`src/rtl/profile_dump_scheduler_pkg.sv`:
```
// profile_pkg: shared encodings for the val/rdy profiler and its dump scheduler.
//   KIND_*  : report word kind field (out_kind)
//   state_t : dump scheduler FSM states
package profile_pkg;

  localparam logic [1:0] KIND_IDLE  = 2'd0;
  localparam logic [1:0] KIND_STALL = 2'd1;
  localparam logic [1:0] KIND_XFER  = 2'd2;
  localparam logic [1:0] KIND_TOTAL = 2'd3;

  typedef enum logic {
    S_IDLE = 1'b0,
    S_SEND = 1'b1
  } state_t;

endpackage

```
`src/rtl/profile_chan_counter.sv`:
```
// profile_chan_counter: classifies one monitored val/rdy channel every cycle
// and accumulates idle / stall / transfer counts in saturating counters.
//   clk, rst     : clock, asynchronous active-low reset
//   val, rdy     : monitored channel handshake bits
//   clear        : zero the counters (this edge's sample is discarded)
//   snap_clear   : zero the counters at a dump snapshot (same effect as clear)
//   idle_cnt     : cycles with !val
//   stall_cnt    : cycles with val & !rdy
//   xfer_cnt     : cycles with val & rdy
module profile_chan_counter #(
  parameter int CNT_W = 32
) (
  input  logic             clk,
  input  logic             rst,
  input  logic             val,
  input  logic             rdy,
  input  logic             clear,
  input  logic             snap_clear,
  output logic [CNT_W-1:0] idle_cnt,
  output logic [CNT_W-1:0] stall_cnt,
  output logic [CNT_W-1:0] xfer_cnt
);

  localparam logic [CNT_W-1:0] CNT_MAX = '1;

  logic is_idle;
  logic is_stall;
  logic is_xfer;

  assign is_idle  = !val;
  assign is_stall = val && !rdy;
  assign is_xfer  = val && rdy;

  always_ff @(posedge clk or negedge rst) begin
    if (!rst) begin
      idle_cnt  <= '0;
      stall_cnt <= '0;
      xfer_cnt  <= '0;
    end else if (clear || snap_clear) begin
      idle_cnt  <= '0;
      stall_cnt <= '0;
      xfer_cnt  <= '0;
    end else begin
      // Exactly one class is true per cycle; each counter sticks at all-ones.
      if (is_idle && (idle_cnt != CNT_MAX))   idle_cnt  <= idle_cnt + 1'b1;
      if (is_stall && (stall_cnt != CNT_MAX)) stall_cnt <= stall_cnt + 1'b1;
      if (is_xfer && (xfer_cnt != CNT_MAX))   xfer_cnt  <= xfer_cnt + 1'b1;
    end
  end

endmodule

```
`src/rtl/profile_dump_scheduler.sv`:
```
// profile_dump_scheduler: profiles N_CH val/rdy channels and, on request,
// snapshots all counters and streams them out one word per handshake.
//   clk, rst        : clock, asynchronous active-low reset
//   ch_val, ch_rdy  : monitored channel handshake bits
//   clear           : zero live counters
//   dump_req        : start a snapshot + dump (ignored while a dump runs)
//   dump_busy       : high from snapshot until the last word is accepted
//   out_val/out_rdy : report stream handshake
//   out_data        : counter value
//   out_ch          : channel of the word (0 for the total word)
//   out_kind        : 0 idle, 1 stall, 2 transfer, 3 total cycles
//   out_last        : final word of the dump
//   fsm_state       : scheduler state, for observation
//
// Report handshake: a word moves on any edge where out_val & out_rdy are both
// high. While out_val is high and out_rdy low, the word (data, ch, kind, last)
// is held unchanged; once out_val rises it stays high until that word moves.
module profile_dump_scheduler
  import profile_pkg::*;
#(
  parameter int N_CH          = 4,
  parameter int CNT_W         = 32,
  parameter int ID_W          = 2,
  parameter bit CLEAR_ON_DUMP = 1'b1
) (
  input  logic             clk,
  input  logic             rst,
  input  logic [N_CH-1:0]  ch_val,
  input  logic [N_CH-1:0]  ch_rdy,
  input  logic             clear,
  input  logic             dump_req,
  output logic             dump_busy,
  output logic             out_val,
  input  logic             out_rdy,
  output logic [CNT_W-1:0] out_data,
  output logic [ID_W-1:0]  out_ch,
  output logic [1:0]       out_kind,
  output logic             out_last,
  output state_t           fsm_state
);

  localparam logic [CNT_W-1:0] CNT_MAX = '1;
  localparam logic [ID_W-1:0]  LAST_CH = ID_W'(N_CH - 1);

  state_t state;
  state_t state_nxt;
  logic   start;
  logic   advance;
  logic   snap_clear;

  // Word index is kept as (channel, kind); kind TOTAL marks the final word.
  logic [ID_W-1:0] cur_ch;
  logic [1:0]      cur_kind;

  logic [CNT_W-1:0] live_idle  [N_CH];
  logic [CNT_W-1:0] live_stall [N_CH];
  logic [CNT_W-1:0] live_xfer  [N_CH];
  logic [CNT_W-1:0] live_total;

  logic [CNT_W-1:0] shadow_idle  [N_CH];
  logic [CNT_W-1:0] shadow_stall [N_CH];
  logic [CNT_W-1:0] shadow_xfer  [N_CH];
  logic [CNT_W-1:0] shadow_total;

  assign snap_clear = start && CLEAR_ON_DUMP;

  for (genvar g = 0; g < N_CH; g++) begin : g_chan
    profile_chan_counter #(.CNT_W(CNT_W)) u_cnt (
      .clk        (clk),
      .rst        (rst),
      .val        (ch_val[g]),
      .rdy        (ch_rdy[g]),
      .clear      (clear),
      .snap_clear (snap_clear),
      .idle_cnt   (live_idle[g]),
      .stall_cnt  (live_stall[g]),
      .xfer_cnt   (live_xfer[g])
    );
  end

  always_ff @(posedge clk or negedge rst) begin
    if (!rst) begin
      live_total <= '0;
    end else if (clear || snap_clear) begin
      live_total <= '0;
    end else if (live_total != CNT_MAX) begin
      live_total <= live_total + 1'b1;
    end
  end

  // FSM: state register
  always_ff @(posedge clk or negedge rst) begin
    if (!rst) state <= S_IDLE;
    else      state <= state_nxt;
  end

  // FSM: next state and control strobes
  always_comb begin
    state_nxt = state;
    start     = 1'b0;
    advance   = 1'b0;
    case (state)
      S_IDLE: begin
        if (dump_req) begin
          start     = 1'b1;
          state_nxt = S_SEND;
        end
      end
      S_SEND: begin
        if (out_rdy) begin
          advance = 1'b1;
          if (cur_kind == KIND_TOTAL) state_nxt = S_IDLE;
        end
      end
      default: state_nxt = S_IDLE;
    endcase
  end

  // Snapshot takes the registered live values, so the snapshot edge's own
  // sample is never part of the dump.
  always_ff @(posedge clk or negedge rst) begin
    if (!rst) begin
      for (int i = 0; i < N_CH; i++) begin
        shadow_idle[i]  <= '0;
        shadow_stall[i] <= '0;
        shadow_xfer[i]  <= '0;
      end
      shadow_total <= '0;
    end else if (start) begin
      for (int i = 0; i < N_CH; i++) begin
        shadow_idle[i]  <= live_idle[i];
        shadow_stall[i] <= live_stall[i];
        shadow_xfer[i]  <= live_xfer[i];
      end
      shadow_total <= live_total;
    end
  end

  always_ff @(posedge clk or negedge rst) begin
    if (!rst) begin
      cur_ch   <= '0;
      cur_kind <= KIND_IDLE;
    end else if (start) begin
      cur_ch   <= '0;
      cur_kind <= KIND_IDLE;
    end else if (advance) begin
      if (cur_kind == KIND_XFER) begin
        if (cur_ch == LAST_CH) begin
          cur_ch   <= '0;
          cur_kind <= KIND_TOTAL;
        end else begin
          cur_ch   <= cur_ch + 1'b1;
          cur_kind <= KIND_IDLE;
        end
      end else begin
        // From TOTAL this wraps to IDLE as the FSM returns to S_IDLE.
        cur_kind <= cur_kind + 2'd1;
      end
    end
  end

  assign out_val   = (state == S_SEND);
  assign dump_busy = (state == S_SEND);
  assign fsm_state = state;

  // Output fields are forced to zero outside a dump.
  always_comb begin
    out_data = '0;
    out_ch   = '0;
    out_kind = KIND_IDLE;
    out_last = 1'b0;
    if (state == S_SEND) begin
      out_ch   = cur_ch;
      out_kind = cur_kind;
      out_last = (cur_kind == KIND_TOTAL);
      case (cur_kind)
        KIND_IDLE:  out_data = shadow_idle[cur_ch];
        KIND_STALL: out_data = shadow_stall[cur_ch];
        KIND_XFER:  out_data = shadow_xfer[cur_ch];
        default:    out_data = shadow_total;
      endcase
    end
  end

endmodule

```
`config.mk`:
```
export PLATFORM = sky130hd
export DESIGN_NAME = profile_dump_scheduler
export DESIGN_NICKNAME = d
export VERILOG_FILES = /design/src/rtl/profile_dump_scheduler_pkg.sv /design/src/rtl/profile_chan_counter.sv /design/src/rtl/profile_dump_scheduler.sv
export SDC_FILE = /design/constraint.sdc
export NUM_CORES = 2
export LEC_CHECK = 0
export CORE_MARGIN = 3
export CORE_UTILIZATION = 35
export CTS_BUF_LIST = sky130_fd_sc_hd__clkbuf_4 sky130_fd_sc_hd__clkbuf_8 sky130_fd_sc_hd__clkbuf_16
export DETAILED_ROUTE_END_ITERATION = 7
export MAX_ROUTING_LAYER = met4
export PLACE_DENSITY = 0.53
export SYNTH_ARGS = -nofsm -noshare
export SYNTH_HDL_FRONTEND = slang
export SYNTH_HIERARCHICAL = 1
export SYNTH_SLANG_ARGS = --single-unit
```
`constraint.sdc`:
```
create_clock -name clk -period 3.18 [get_ports clk]
set_input_delay 0.477 -clock clk [delete_from_list [all_inputs] [get_ports clk]]
set_output_delay 0.477 -clock clk [all_outputs]
set_load 0.03 [all_outputs]
```
Word-level counts from Yosys, hierarchy flattened
Cells that the tools add are included.

Register bits after elaboration: 837. Logic and storage cells: 165.

Add/subtract/negate cells: 15. Order comparisons: 1. Eq/ne operators: 17. Multiplexer cells: 55. Bitwise operators: 2. Reduce and logical (&&, ||, !) cells: 46.

Operator list (number): 32-bit 2-to-1 mux (33); 32-bit by 1-bit adder with 32-bit output, second input constant (13); 32-bit inequality test, second input constant (13); 32-bit binary-select mux with 2-bit select (3); 32-bit case mux with 3 select lines (1); 2-bit nonzero test (15); 1-bit logical AND (20); 2-bit 2-to-1 mux (10); 1-bit logical NOT (8); 1-bit 2-to-1 mux (7); 2-bit == test, second input constant (3); 2-bit by 1-bit adder with 2-bit output, second input constant (2); 3-bit greater-or-equal comparator, second input constant (1); 2-bit inverter with 3-bit output (1); 2-bit by 1-bit == test with 1-bit output, second input constant (1); 2-bit logical NOT (1); 1-bit case mux with 2 select lines (1); 2-bit AND reduction (1); 1-bit logical OR (1); 1-bit inverter (1).

Logic depth before layout (Yosys ltp)
Word-level depth: 6. Depth in mapped cells: 9. Gate-level depth less buffers: 6.

Hierarchy
Netlist, hierarchy kept.

By module, submodules not included: profile_chan_counter (instances 4, cells each 598, area an instance 5366.4 µm², sequential area each 2402.3 µm²); profile_dump_scheduler (instances 1, cells each 1312, area an instance 20716.1 µm², sequential area each 11335.9 µm²).

Least setup slack after synthesis
OpenSTA, ideal clock, no wires.

Path kind: register -> register. Start: register state (netlist: dump_busy). End: register g_chan[0].u_cnt.xfer_cnt[13]. Library setup time: 0.142 ns. Data arrival time: 2.777 ns. Path slack: 0.260 ns. Stages on the path, launching flop included: 10. Path buffers: 6. Clock period less this slack: 2.920 ns. Cell sequence: dfrtp_1 nor2b_1 clkbuf_1 clkbuf_1 clkbuf_1 or2_2 clkbuf_1 clkbuf_1 clkbuf_1 a21oi_1.

Longest elaborated chain between the ends: 3. Elaborated cells on any way between the ends: 4.

RTL lines: start: declaration (RTL line profile_dump_scheduler.sv:45) `state_t state;`; start signal: assignment (RTL line profile_dump_scheduler.sv:94) `else state <= state_nxt;`; 1-bit 2-to-1 mux * (RTL line profile_dump_scheduler.sv:102) `case (state)`; net snap_clear (RTL line profile_dump_scheduler.sv:49) `logic snap_clear;`; 1-bit logical OR * (RTL line profile_chan_counter.sv:39) `end else if (clear || snap_clear) begin`; 32-bit 2-to-1 mux or 2-bit nonzero test (tied branches); end signal: assignment (RTL line profile_chan_counter.sv:47) `if (is_xfer && (xfer_cnt != CNT_MAX)) xfer_cnt <= xfer_cnt + 1'b1;`; end: declaration (RTL line profile_chan_counter.sv:21) `output logic [CNT_W-1:0] xfer_cnt`.

The timed path passes the listed nets; every way through them passes the cells marked *. A chain may end at the register's enable or synchronous reset.

Final worst setup path
Start: register cur_ch[0]. End: output port out_data[19].

Longest elaborated chain between the ends: 6. Elaborated cells on any way between the ends: 12.

RTL lines: start: declaration (RTL line profile_dump_scheduler.sv:52) `logic [ID_W-1:0] cur_ch;`; start signal: assignment (RTL line profile_dump_scheduler.sv:152) `cur_ch <= cur_ch + 1'b1;`; 2-bit inverter with 3-bit output (not written as such) * (RTL line profile_dump_scheduler.sv:177, profile_dump_scheduler.sv:178, profile_dump_scheduler.sv:179); 32-bit binary-select mux with 2-bit select, on equally long branches (RTL line profile_dump_scheduler.sv:179, profile_dump_scheduler.sv:177, profile_dump_scheduler.sv:178); 32-bit 2-to-1 mux, on equally long branches (2 in series) (RTL line profile_dump_scheduler.sv:179, profile_dump_scheduler.sv:177, profile_dump_scheduler.sv:178); 32-bit case mux with 3 select lines * (RTL line profile_dump_scheduler.sv:176) `case (cur_kind)`; 32-bit 2-to-1 mux * (RTL line profile_dump_scheduler.sv:172) `if (state == S_SEND) begin`; end: declaration (RTL line profile_dump_scheduler.sv:35) `output logic [CNT_W-1:0] out_data,`.

Every way passes the cells marked *; elsewhere a longest branch is shown, timed or not. The select of a mux whose other input is x is not followed.

==> impl_metrics.env <==
export IMPL_crit_path_max_fanout=6
export IMPL_io_pins=53
export IMPL_cp_end_kind="primary output"
export IMPL_vias=31802
export IMPL_core_sq_mm=0.119
export IMPL_cp_common_cell="mux4_2"
export IMPL_yosysWarnings=6
export IMPL_setup_ws_ps=-252
export IMPL_grt_util_all_layers=0.211
export IMPL_worst_pin_slew_ps=923
export IMPL_worstPathRequired_ps=2700
export IMPL_yosysUniqueCellTypes=63
export IMPL_synth_top_area_frac=0.497
export IMPL_cts_root_buf="clkbuf_16"
export IMPL_route_detailed_drc=0
export IMPL_cap_violations=0
export IMPL_cts_tree="done"
export IMPL_cts_path_max_buffers=3
export IMPL_powerDensity_mw_per_mm2=558
export IMPL_path_delay_family="multiplexers"
export IMPL_yosys_area_top_type="dfrtp_1"
export IMPL_crit_type="register to primary output"
export IMPL_area_delta_synth_final_pct=16.3
export IMPL_antenna_found_initial=23
export IMPL_setup_viol=32
export IMPL_slew_violations=0
export IMPL_synth_edf_count=0
export IMPL_max_freq_mhz=291
export IMPL_drt_iter0_drc=2958
export IMPL_syn_inst=3704
export IMPL_max_stage_delay_ps=530
export IMPL_die_x_um=353
export IMPL_grt_pass1_wl_mm=197
export IMPL_gp_congestion=0.907
export IMPL_port_buffers=52
export IMPL_synth_most_common_cell="dfrtp_1"
export IMPL_synth_seq_cells=837
export IMPL_ant_nets=0
export IMPL_violations="setup timing"
export IMPL_grt_pass1_vias=29875
export IMPL_fin_worst_skew_ps=22.4
export IMPL_run_status="finished with violations"
export IMPL_mappedNetlistNets=3731
export IMPL_synth_flop_cell="dfrtp_1"
export IMPL_finalHoldViolCount=0
export IMPL_tns_ps=-6030
export IMPL_firstDrtPassIters=5
export IMPL_path_buf_inv=4
export IMPL_yosys_top_cells_area="dfrtp_1 (50%), mux2_2 (11%), mux4_2 (6.8%)"
export IMPL_std_cell_rows=126
export IMPL_hold_class="input port to asynchronous set/reset pin"
export IMPL_post_route_min_period_ps=3430
export IMPL_routed_wl_mm=129
export IMPL_numCtsBuffers=96
export IMPL_ys_top_cells_by_count="dfrtp_1 (837), mux2_2 (416), a21oi_1 (251), nand2_1 (238), or3_1 (189)"
export IMPL_seq_area_frac_synth=0.497
export IMPL_avgSynthCellArea_sq_um=11.4
export IMPL_rsz0062_at_grt="yes"
export IMPL_crit_chain="buf_8 -> buf_12 -> buf_16 -> mux4_2 -> mux4_2 -> and2_4 -> buf_6"
export IMPL_period_share=1.08
export IMPL_die_area_sq_mm=0.125
export IMPL_peakVddDrop_mv=0.432
export IMPL_leakage_nw=20.3
export IMPL_cp_slowest_cell="mux4_2"
export IMPL_clock_latency_ps=660
export IMPL_die_h_um=353
export IMPL_nNetsFinal=3835
export IMPL_cts_num_sinks=837
export IMPL_start_util=0.355
export IMPL_netlist_area_sq_mm=0.0422
export IMPL_overflow=0
export IMPL_max_slew_margin_rel=0.385
export IMPL_dpl_hpwl_mm=94.3
export IMPL_drive_gt1_frac=0.276
export IMPL_startpoint_type="register"
export IMPL_detail_route_wl_per_cell_um=23.5
export IMPL_htree_levels=3
export IMPL_clkTransAtPathRegs_ps=60
export IMPL_cp_arrival_ps=2960
export IMPL_pre_cts_ws_ps=156
export IMPL_grt_max_degree=96
export IMPL_viasPerCell=5.79
export IMPL_synthArstFlopShare=1.00
-- placed cells by master, fill, tap and decap left out, drive strengths merged, types with 55 or more instances in the layout --
master / synthesis / routed
or3: 189 / 189
and2: 60 / 60
mux4: 128 / 128
or4: 93 / 93
and3: 55 / 55
nand3: 157 / 157
mux2: 416 / 416
o31ai: 69 / 69
buf: 81 / 186
clkbuf: 120 / 145
nand4: 132 / 132
o21ai: 194 / 194
nor2: 178 / 178
dfrtp: 837 / 837
a21oi: 279 / 279
nand2: 238 / 238
-- worst register-to-register path: cells and delay by family (launching register included) --
family	cells	cell delay [ps]
DFF	1	490
AOI/OAI and AO/OA	3	1240
and+or+nand+nor	2	980
-- state kept, by name, summed over array words and instances (netlist names), 32 cells and up --
signal	count
g_chan.u_cnt/idle_cnt	128
g_chan.u_cnt/stall_cnt	128
g_chan.u_cnt/xfer_cnt	128
live_total	32
shadow_idle	128
shadow_stall	128
shadow_total	32
shadow_xfer	128
-- final cells by class --
class | instances | area, sq um
Sequential cell | 837 | 21000
Fill cell | 11300 | 69800
Multi-Input combinational cell | 2645 | 20300
Clock buffer | 144 | 2960
Clock inverter | 35 | 499
Antenna cell | 2 | 5.00
Tap cell | 1600 | 2000
Inverter | 21 | 78.8
Timing Repair Buffer | 207 | 2290
-- per-layer routing --
metal	vias to the layer above	share of wire	track usage
met2	954	0.41	0.285
met4	0	0.022	0.0527
met3	125	0.069	0.0303
met5	-	0	-
li1	14381	-	-
met1	16342	0.49	0.326
-- kinds of logic (layout without fill, tap and decap cells) --
kind of cell             count (synthesis)  count (layout)  synth area share
other                                    0               2                 0
flip-flops                             837             837             0.497
buffers and inverters                  222             407            0.0255
multiplexers                           553             553             0.182
AND/OR/NAND/NOR                       1276            1276             0.167
AO/OA/AOI/OAI                          720             720             0.108
adder cells (fa/ha/maj)                 14              14           0.00415
XOR/XNOR                                82              82            0.0170
-- worst paths after layout --
path / end / cells past startpoint / slack, ps / start
worst max-delay path: out_data[19] / 7 / -250 / cur_ch[0]
worst min-delay path: g_chan[2].u_cnt/idle_cnt[29] / 2 / 380 / rst
worst max register to register: g_chan[0].u_cnt/xfer_cnt[12] / 5 / 400 / g_chan[0].u_cnt/xfer_cnt[24]
worst min register to register: shadow_idle[108] / 1 / 500 / shadow_idle[108]
max in group asynchronous: g_chan[1].u_cnt/idle_cnt[13] / 3 / 1820 / rst
min in group clk: shadow_idle[108] / 1 / 500 / shadow_idle[108]
-- where the power goes --
part           total [W]  internal [W]  switching [W]
Combinational    0.00402       0.00187        0.00216
Clock             0.0120       0.00741        0.00463
Sequential        0.0113        0.0109       0.000426
-- repair_timing --
item	CTS	global route
endpoints found under the hold margin	32	0
pin swaps	20	1
resized for setup	87	1
endpoints found under the setup margin	35	32
hold buffers	1	0
buffers inserted	8	0
cloned	6	1
-- stage by stage --
step           utilization  instances  cell area (sq um)  total power [W]  hold slack, ps
4_1_cts              0.413       5491              49100           0.0278             363
2_1_floorplan            -       3704              42200           0.0136             181
3_3_place_gp         0.379       5297              45100           0.0151             483
3_5_place_dp         0.379       5297              45100           0.0151             487
5_1_grt              0.413       5489              49100           0.0284             405
6_report             0.413       5491              49100           0.0274             382
(Power assumes the default switching activity.)
